## src/rtl/spi_reg_update_scheduler.sv

```systemverilog
`default_nettype none
// ============================================================================
//  Module   : spi_reg_update_scheduler
//  Brief    : Buffers decoded SPI write frames in a small FIFO, applies them
//             to shadow registers, and commits dirty shadow values to the
//             active outputs only at PWM period boundaries (or on request).
//             Registers flagged in IMMEDIATE_MASK bypass the boundary wait.
//  Revision : 1.0 - initial release
// ============================================================================
module spi_reg_update_scheduler #(
    parameter int                  NUM_REGS       = 5,
    parameter int                  FIFO_DEPTH     = 4,
    parameter logic [NUM_REGS-1:0] IMMEDIATE_MASK = 5'b00011
) (
    input  logic                    clk,
    input  logic                    rst,
    input  logic                    wr_valid,
    input  logic [6:0]              wr_addr,
    input  logic [7:0]              wr_data,
    output logic                    wr_ready,
    input  logic                    period_start,
    input  logic                    force_commit,
    input  logic                    hold,
    output logic [8*NUM_REGS-1:0]   regs_active,
    output logic                    pending,
    output logic                    commit_done,
    output logic [7:0]              drop_count
);

    // Register-index width stored in the FIFO; at least one bit.
    localparam int AW = (NUM_REGS > 1) ? $clog2(NUM_REGS) : 1;
    // FIFO pointer width; pointers wrap naturally since depth is a power of 2.
    localparam int PW = $clog2(FIFO_DEPTH);
    localparam int EW = AW + 8;

    localparam logic [6:0]  NUM_REGS_A = 7'(NUM_REGS);
    localparam logic [PW:0] DEPTH_C    = (PW + 1)'(FIFO_DEPTH);

    typedef enum logic [1:0] {
        ST_IDLE    = 2'd0,
        ST_PENDING = 2'd1,
        ST_COMMIT  = 2'd2
    } state_t;

    state_t                        state_q, state_d;
    logic [FIFO_DEPTH-1:0][EW-1:0] fifo_q, fifo_d;
    logic [PW-1:0]                 wr_ptr_q, wr_ptr_d;
    logic [PW-1:0]                 rd_ptr_q, rd_ptr_d;
    logic [PW:0]                   count_q, count_d;
    logic [NUM_REGS-1:0][7:0]      shadow_q, shadow_d;
    logic [NUM_REGS-1:0][7:0]      active_q, active_d;
    logic [NUM_REGS-1:0]           dirty_q, dirty_d;
    logic                          commit_done_q, commit_done_d;
    logic [7:0]                    drop_count_q, drop_count_d;

    logic          w_full;
    logic          w_accept;
    logic          w_addr_ok;
    logic          w_push;
    logic          w_pop;
    logic [EW-1:0] w_head;
    logic [AW-1:0] w_pop_addr;
    logic [7:0]    w_pop_data;
    logic          w_commit;
    logic          w_pop_set_dirty;

    assign w_full     = (count_q == DEPTH_C);
    assign wr_ready   = !w_full;
    assign w_accept   = wr_valid && wr_ready;
    assign w_addr_ok  = (wr_addr < NUM_REGS_A);
    assign w_push     = w_accept && w_addr_ok;
    assign w_pop      = (count_q != '0);
    assign w_head     = fifo_q[rd_ptr_q];
    assign w_pop_addr = w_head[EW-1:8];
    assign w_pop_data = w_head[7:0];
    assign w_commit   = (state_q == ST_COMMIT);

    assign regs_active = active_q;
    assign pending     = |dirty_q;
    assign commit_done = commit_done_q;
    assign drop_count  = drop_count_q;

    // FIFO push/pop bookkeeping and the saturating invalid-address counter.
    always_comb begin
        fifo_d       = fifo_q;
        wr_ptr_d     = wr_ptr_q;
        rd_ptr_d     = rd_ptr_q;
        count_d      = count_q;
        drop_count_d = drop_count_q;
        if (w_push) begin
            fifo_d[wr_ptr_q] = {wr_addr[AW-1:0], wr_data};
            wr_ptr_d         = wr_ptr_q + 1'b1;
        end
        if (w_pop) begin
            rd_ptr_d = rd_ptr_q + 1'b1;
        end
        case ({w_push, w_pop})
            2'b10:   count_d = count_q + 1'b1;
            2'b01:   count_d = count_q - 1'b1;
            default: count_d = count_q;
        endcase
        if (w_accept && !w_addr_ok && (drop_count_q != 8'hFF)) begin
            drop_count_d = drop_count_q + 8'd1;
        end
    end

    // Shadow/active/dirty update: the commit uses pre-pop shadow values, and a
    // pop landing in the commit cycle re-marks its register dirty (set wins).
    always_comb begin
        shadow_d        = shadow_q;
        active_d        = active_q;
        dirty_d         = dirty_q;
        w_pop_set_dirty = 1'b0;
        for (int i = 0; i < NUM_REGS; i++) begin
            if (w_commit && dirty_q[i]) begin
                active_d[i] = shadow_q[i];
                dirty_d[i]  = 1'b0;
            end
            if (w_pop && (w_pop_addr == AW'(i))) begin
                shadow_d[i] = w_pop_data;
                if (IMMEDIATE_MASK[i]) begin
                    active_d[i] = w_pop_data;
                end else begin
                    dirty_d[i]      = 1'b1;
                    w_pop_set_dirty = 1'b1;
                end
            end
        end
    end

    // Commit scheduler next-state logic; hold drops boundary requests entirely.
    always_comb begin
        state_d       = state_q;
        commit_done_d = w_commit;
        case (state_q)
            ST_IDLE: begin
                if (|dirty_q) begin
                    state_d = ST_PENDING;
                end
            end
            ST_PENDING: begin
                if ((period_start || force_commit) && !hold) begin
                    state_d = ST_COMMIT;
                end
            end
            ST_COMMIT: begin
                state_d = w_pop_set_dirty ? ST_PENDING : ST_IDLE;
            end
            default: state_d = ST_IDLE;
        endcase
    end

    // State register bank with synchronous reset.
    always_ff @(posedge clk) begin
        if (rst) begin
            state_q       <= ST_IDLE;
            fifo_q        <= '0;
            wr_ptr_q      <= '0;
            rd_ptr_q      <= '0;
            count_q       <= '0;
            shadow_q      <= '0;
            active_q      <= '0;
            dirty_q       <= '0;
            commit_done_q <= 1'b0;
            drop_count_q  <= 8'd0;
        end else begin
            state_q       <= state_d;
            fifo_q        <= fifo_d;
            wr_ptr_q      <= wr_ptr_d;
            rd_ptr_q      <= rd_ptr_d;
            count_q       <= count_d;
            shadow_q      <= shadow_d;
            active_q      <= active_d;
            dirty_q       <= dirty_d;
            commit_done_q <= commit_done_d;
            drop_count_q  <= drop_count_d;
        end
    end

endmodule
`default_nettype wire

```

## config.mk

```make
export PLATFORM = sky130hd
export DESIGN_NAME = spi_reg_update_scheduler
export DESIGN_NICKNAME = d
export VERILOG_FILES = /design/src/rtl/spi_reg_update_scheduler.sv
export SDC_FILE = /design/constraint.sdc
export NUM_CORES = 1
export LEC_CHECK = 0
export CORE_ASPECT_RATIO = 0.9
export CORE_MARGIN = 2
export CORE_UTILIZATION = 40
export DETAILED_ROUTE_END_ITERATION = 16
export GPL_TIMING_DRIVEN = 0
export PLACE_DENSITY = 0.65
export SYNTH_ARGS = -nofsm -noshare
export SYNTH_HDL_FRONTEND = slang
export SYNTH_SLANG_ARGS = --single-unit
```

## constraint.sdc

```tcl
create_clock -name clk -period 7.4 [get_ports clk]
set_input_delay 1.11 -clock clk [delete_from_list [all_inputs] [get_ports clk]]
set_output_delay 1.11 -clock clk [all_outputs]
set_load 0.1 [all_outputs]
```

**Yosys cells after proc, flatten, opt, wreduce, memory -nomap -nowiden**

Index checks and enable logic that the tools add are counted.

- Bits in registers: 129
- Input port bits: 21
- Word-level logic and storage cells: 90

- Add/sub/neg operators: 5
- $lt $le $gt $ge: 4
- Eq/ne operators: 12
- Multiplexer cells: 21
- Reductions and logical operators: 27

Operators by type and width:

| kind | number |
|---|---|
| 44-bit bitwise mux | 1 |
| 11-bit binary-select mux with 2-bit select | 1 |
| 11-bit demux with 2-bit select | 1 |
| 11-bit two-way mux | 2 |
| 8-bit two-way mux | 2 |
| 1-bit logical AND | 14 |
| 1-bit two-way mux | 10 |
| 8-bit by 1-bit adder with 8-bit output, second input constant | 1 |
| 8-bit != test, second input constant | 1 |
| 2-bit nonzero test | 4 |
| 7-bit by 3-bit < comparator with 1-bit output, second input constant | 1 |
| 3-bit by 2-bit equality test with 1-bit output, second input constant | 2 |
| 3-bit equality test, second input constant | 2 |
| 2-bit by 3-bit < comparator with 1-bit output, second input constant | 2 |
| 2-bit case mux with 3 select lines | 1 |
| 3-bit case mux with 2 select lines | 1 |
| 2-bit by 1-bit adder with 2-bit output, second input constant | 2 |
| 2-bit by 1-bit equality test with 1-bit output, second input constant | 2 |
| 2-bit equality test, second input constant | 2 |
| 2-bit two-way mux | 2 |
| 2-bit != test, second input constant | 2 |
| 3-bit by 1-bit adder with 3-bit output, second input constant | 1 |
| 3-bit by 1-bit equality test with 1-bit output, second input constant | 1 |
| 1-bit zero test | 3 |
| other kinds (8) | 8 |

**Depth between registers and ports, before layout**

- Depth in word-level cells: 9
- Mapped depth: 10

**Worst setup path before layout**

Ideal clock, no wire load.

- Path kind: register to register
- From: register count_q[2]
- To: register count_q[2]
- Setup time: 70 ps
- Arrival time: 2931 ps
- Path slack: 4398 ps
- Stages on the path, launching flop included: 11
- Clock period less this slack: 3002 ps
- Cells stage by stage: dfxtp_1 -> or3b_1 -> and4_1 -> inv_2 -> buf_2 -> ha_1 -> inv_1 -> fa_1 -> xor2_1 -> or3_1 -> a21oi_1

- Longest elaborated chain between the ends: 6
- Elaborated cells on any way between the ends: 11

RTL lines:

| element | line | text |
|---|---|---|
| start, declared | 49 | `logic [PW:0] count_q, count_d;` |
| start signal, assigned | 171 | `count_q <= count_d;` |
| 3-bit equality test * | 67 | `assign w_full = (count_q == DEPTH_C);` |
| 1-bit zero test * | 68 | `assign wr_ready = !w_full;` |
| net wr_ready | 20 | `output logic wr_ready,` |
| 1-bit logical AND * | 69 | `assign w_accept = wr_valid && wr_ready;` |
| 1-bit logical AND * | 71 | `assign w_push = w_accept && w_addr_ok;` |
| 2-bit by 1-bit equality test with 1-bit output or 2-bit equality test (tied branches) | 97 | `case ({w_push, w_pop})` |
| 3-bit case mux with 2 select lines or 2-bit nonzero test (tied branches) | - |  |

Mark *: on every way through the listed nets, which the timed path passes. The rest lies on a longest branch.
A chain may end at the register's enable or synchronous reset.

**Final worst setup path**

- From: input wr_addr[1]
- To: register count_q[2]

- Longest elaborated chain between the ends: 4
- Elaborated cells on any way between the ends: 6

RTL lines:

| element | line | text |
|---|---|---|
| start, declared | 18 | `input logic [6:0] wr_addr,` |
| 7-bit by 3-bit < comparator with 1-bit output * | 70 | `assign w_addr_ok = (wr_addr < NUM_REGS_A);` |
| 1-bit logical AND * | 71 |  |
| 2-bit by 1-bit equality test with 1-bit output or 2-bit equality test (tied branches) | 97 |  |
| 3-bit case mux with 2 select lines or 2-bit nonzero test (tied branches) | - |  |

Mark *: on every way between the ends. The rest lies on a longest branch, timed or not.

==> out/results.ini <==
[final_layout]
multi_input_area_sq_um=2520
syn_to_final_growth_pct=28.1
stdcell_count=866
seq_area_sq_um=2580
drive_above_1_share=0.0931
antenna_cells=0
fin_nets=713
nFillCells=1189

[setup_path]
arrival_ps=3840
worstSetupStartpoint=wr_addr[1]
regToRegEndpoint=count_q[2]
crit_type=input port to register
crit_fanout=10
start_kind=input port
reg2regPathDepth=10
r2r_start=count_q[2]
worstPathRequired_ps=7740
crit_path_end_kind=register
r2r_setup_slack_ps=4670

[timing]
fin_crit_sh=0.472
tightest_slew_ps=988
setup_viol=0
fin_tns_setup_ps=0
fmax_mhz=286
drv_slew=0
grt_setup_unrepaired=false
finalWorstSetupSlack_ps=3910
slew_headroom=0.339
layout_min_cycle_time_ps=3490
fin_worst_skew_ps=13.9
final_hold_viol_count=0

[clock_tree]
cts_resized=0
clockBufferDepth=2
postCtsSetupBuffers=0
tritoncts.num_buffers=17
cts-root-buf=clkbuf_16
cts_hold_buf=0
cts_tree=built
cts.htree.levels=4
clock-sinks=129
clock_latency_ps=420
clk_pin_slew_ps=60

[pwr]
worst_ir_drop_vdd_v=0.000177
powerDensity_nw_per_um2=265
p_leak_nw=2.50

[floorplan]
die_w_um=126
dieArea_sq_um=14400
core-area_sq_um=13200
die_h_um=114
pin_count=72
rows=40
initial_utilization=0.406

[yosys]
ys_types=47
netlist.area_leader.share=0.481
ys_warn_count=0
synth-edff-count=0
syn_avg_cell_area_sq_um=9.00
async_reset_ff_frac=0
synth_area_leader_cell=dfxtp_1
synthTopCellsByArea=dfxtp_1 48%, a21oi_1 7.6%, mux2i_1 7.5%
syn_inst=596
synth-seq-cells=129
syn-cell-area_sq_um=5370
synth_fp_nets=624
seq_area_frac_synth=0.481
synth_ff_type=dfxtp_1

[grt]
grt_max_degree=17
overflow=0
antenna_found_initial=0
grt_pass1_wl_um=23300
grt_pass1_vias=4500
grtUsageTotal=0.205

[outcome]
status=complete, no violations

[placed_design]
dpl.hpwl_um=10000
place.port_buffers=70
gp_congestion=0.835
post-place-ws_ps=3490
dpl.cell_count=834

[drt]
drt_iter0_markers=446
drc=0
vias_per_cell=5.46
firstDrtPassIters=7
wl_per_cell_um=16.7
drt-total-wl_um=14400
ant_nets=0
route.vias.total=4726

[hold_path]
worst_hold_path_type=register to register
hold_end=regs_active[20]
holdCritStartpoint=regs_active[20]
holdPathStages=2

[job]
maxCapViolations=0

area by class of cell:
class / instances / area share
Clock buffer: 20 / 0.0679
Multi-Input combinational cell: 407 / 0.366
Timing Repair Buffer: 70 / 0.102
Buffer: 44 / 0.0300
Sequential cell: 129 / 0.376
Inverter: 16 / 0.00874
Tap cell: 168 / 0.0306
Clock inverter: 12 / 0.0193
report_power, final:
| part | internal [mW] | switching (mW) |
|---|---|---|
| logic | 0.0955 | 0.162 |
| clock network | 0.522 | 0.316 |
| registers | 0.710 | 0.0163 |
| total | 1.33 | 0.495 |
synthesized netlist by cell type (2+ instances only):
master,count
nand2_2,3
buf_2,4
o31ai_1,4
o21ai_0,46
nand2_1,82
mux2i_1,40
nand3b_1,2
clkbuf_2,2
nor3b_1,4
dfxtp_1,129
ha_1,6
xor2_1,3
or3_1,3
o41ai_1,2
nor2b_1,5
nand3_1,72
buf_6,2
o311ai_0,2
nor2_1,14
a21oi_1,81
buf_4,5
inv_1,14
and4_1,3
o21ai_1,2
inv_2,2
clkbuf_1,26
or4_1,4
buf_1,5
mux4_2,11
worst max-delay path, cell delays in order:
cell and delay (ps):
clkdlybuf4s50_1 620, o21ai_1 160, and4_1 270, inv_2 160, buf_2 270, ha_1 220, inv_1 60, fa_1 370
xor2_1 160, or3_1 310, a21oi_1 130
per-layer routing:
metal | track usage | vias up | wire length (um)
met5 | 0 | - | 0
met4 | 0.0527 | 0 | 153
met3 | 0.0629 | 16 | 986
met2 | 0.331 | 159 | 6700
met1 | 0.270 | 2257 | 6600
li1 | - | 2294 | -
per-stage QoR:
stage	hold WS, ps	total power, mW	cell area (sq um)	utilization
final	450	1.82	6880	0.520
after global routing	470	1.88	6880	0.520
after CTS	455	1.83	6880	0.520
after detailed placement	446	0.999	6280	0.475
after global placement	446	0.991	6280	0.475
after floorplan	439	0.931	5370	-
cell usage in the layout, fill, tap and decap left out, types with 3 or more instances in the layout:
| cell | count |
|---|---|
| clkdlybuf4s50_1 | 70 |
| nand2_2 | 3 |
| buf_2 | 4 |
| clkbuf_1 | 26 |
| clkinvlp_4 | 6 |
| inv_1 | 14 |
| clkbuf_8 | 3 |
| buf_1 | 5 |
| mux2i_1 | 40 |
| nor2_1 | 14 |
| nor3b_1 | 4 |
| ha_1 | 6 |
| xor2_1 | 3 |
| and4_1 | 3 |
| or3_1 | 3 |
| nor2b_1 | 5 |
| o31ai_1 | 4 |
| clkbuf_16 | 17 |
| a21oi_1 | 81 |
| o21ai_0 | 46 |
| buf_4 | 5 |
| or4_1 | 4 |
| mux4_2 | 11 |
| nand3_1 | 72 |
| dfxtp_1 | 129 |
| nand2_1 | 82 |
how the worst max path moves through the flow:
stage | to | slack, ps
2_1_floorplan | count_q[2] | 4400
3_3_place_gp | count_q[2] | 3540
3_5_place_dp | count_q[2] | 3490
4_1_cts | count_q[2] | 3920
5_1_grt | count_q[2] | 3780
6_report | count_q[2] | 3910
state kept, by name, summed over array words and instances, names as in the netlist:
signal	cells
regs_active	40
state_q	2
dirty_q	3
count_q	3
shadow_q	24
fifo_q	44
rd_ptr_q	2
drop_count	8
commit_done	1
wr_ptr_q	2
kinds of logic (layout without fill, tap and decap cells):
logic type,after synthesis,count (layout),synth area share
xor gates and xnor gates,4,4,0.00653
DFF,129,129,0.481
and+or+nand+nor,201,201,0.179
buffers and inverters,60,162,0.0497
adders and majority gates,7,7,0.0177
muxes,51,51,0.121
AOI/OAI and AO/OA,144,144,0.145
No activity file was read; power rests on OpenSTA's default activity.
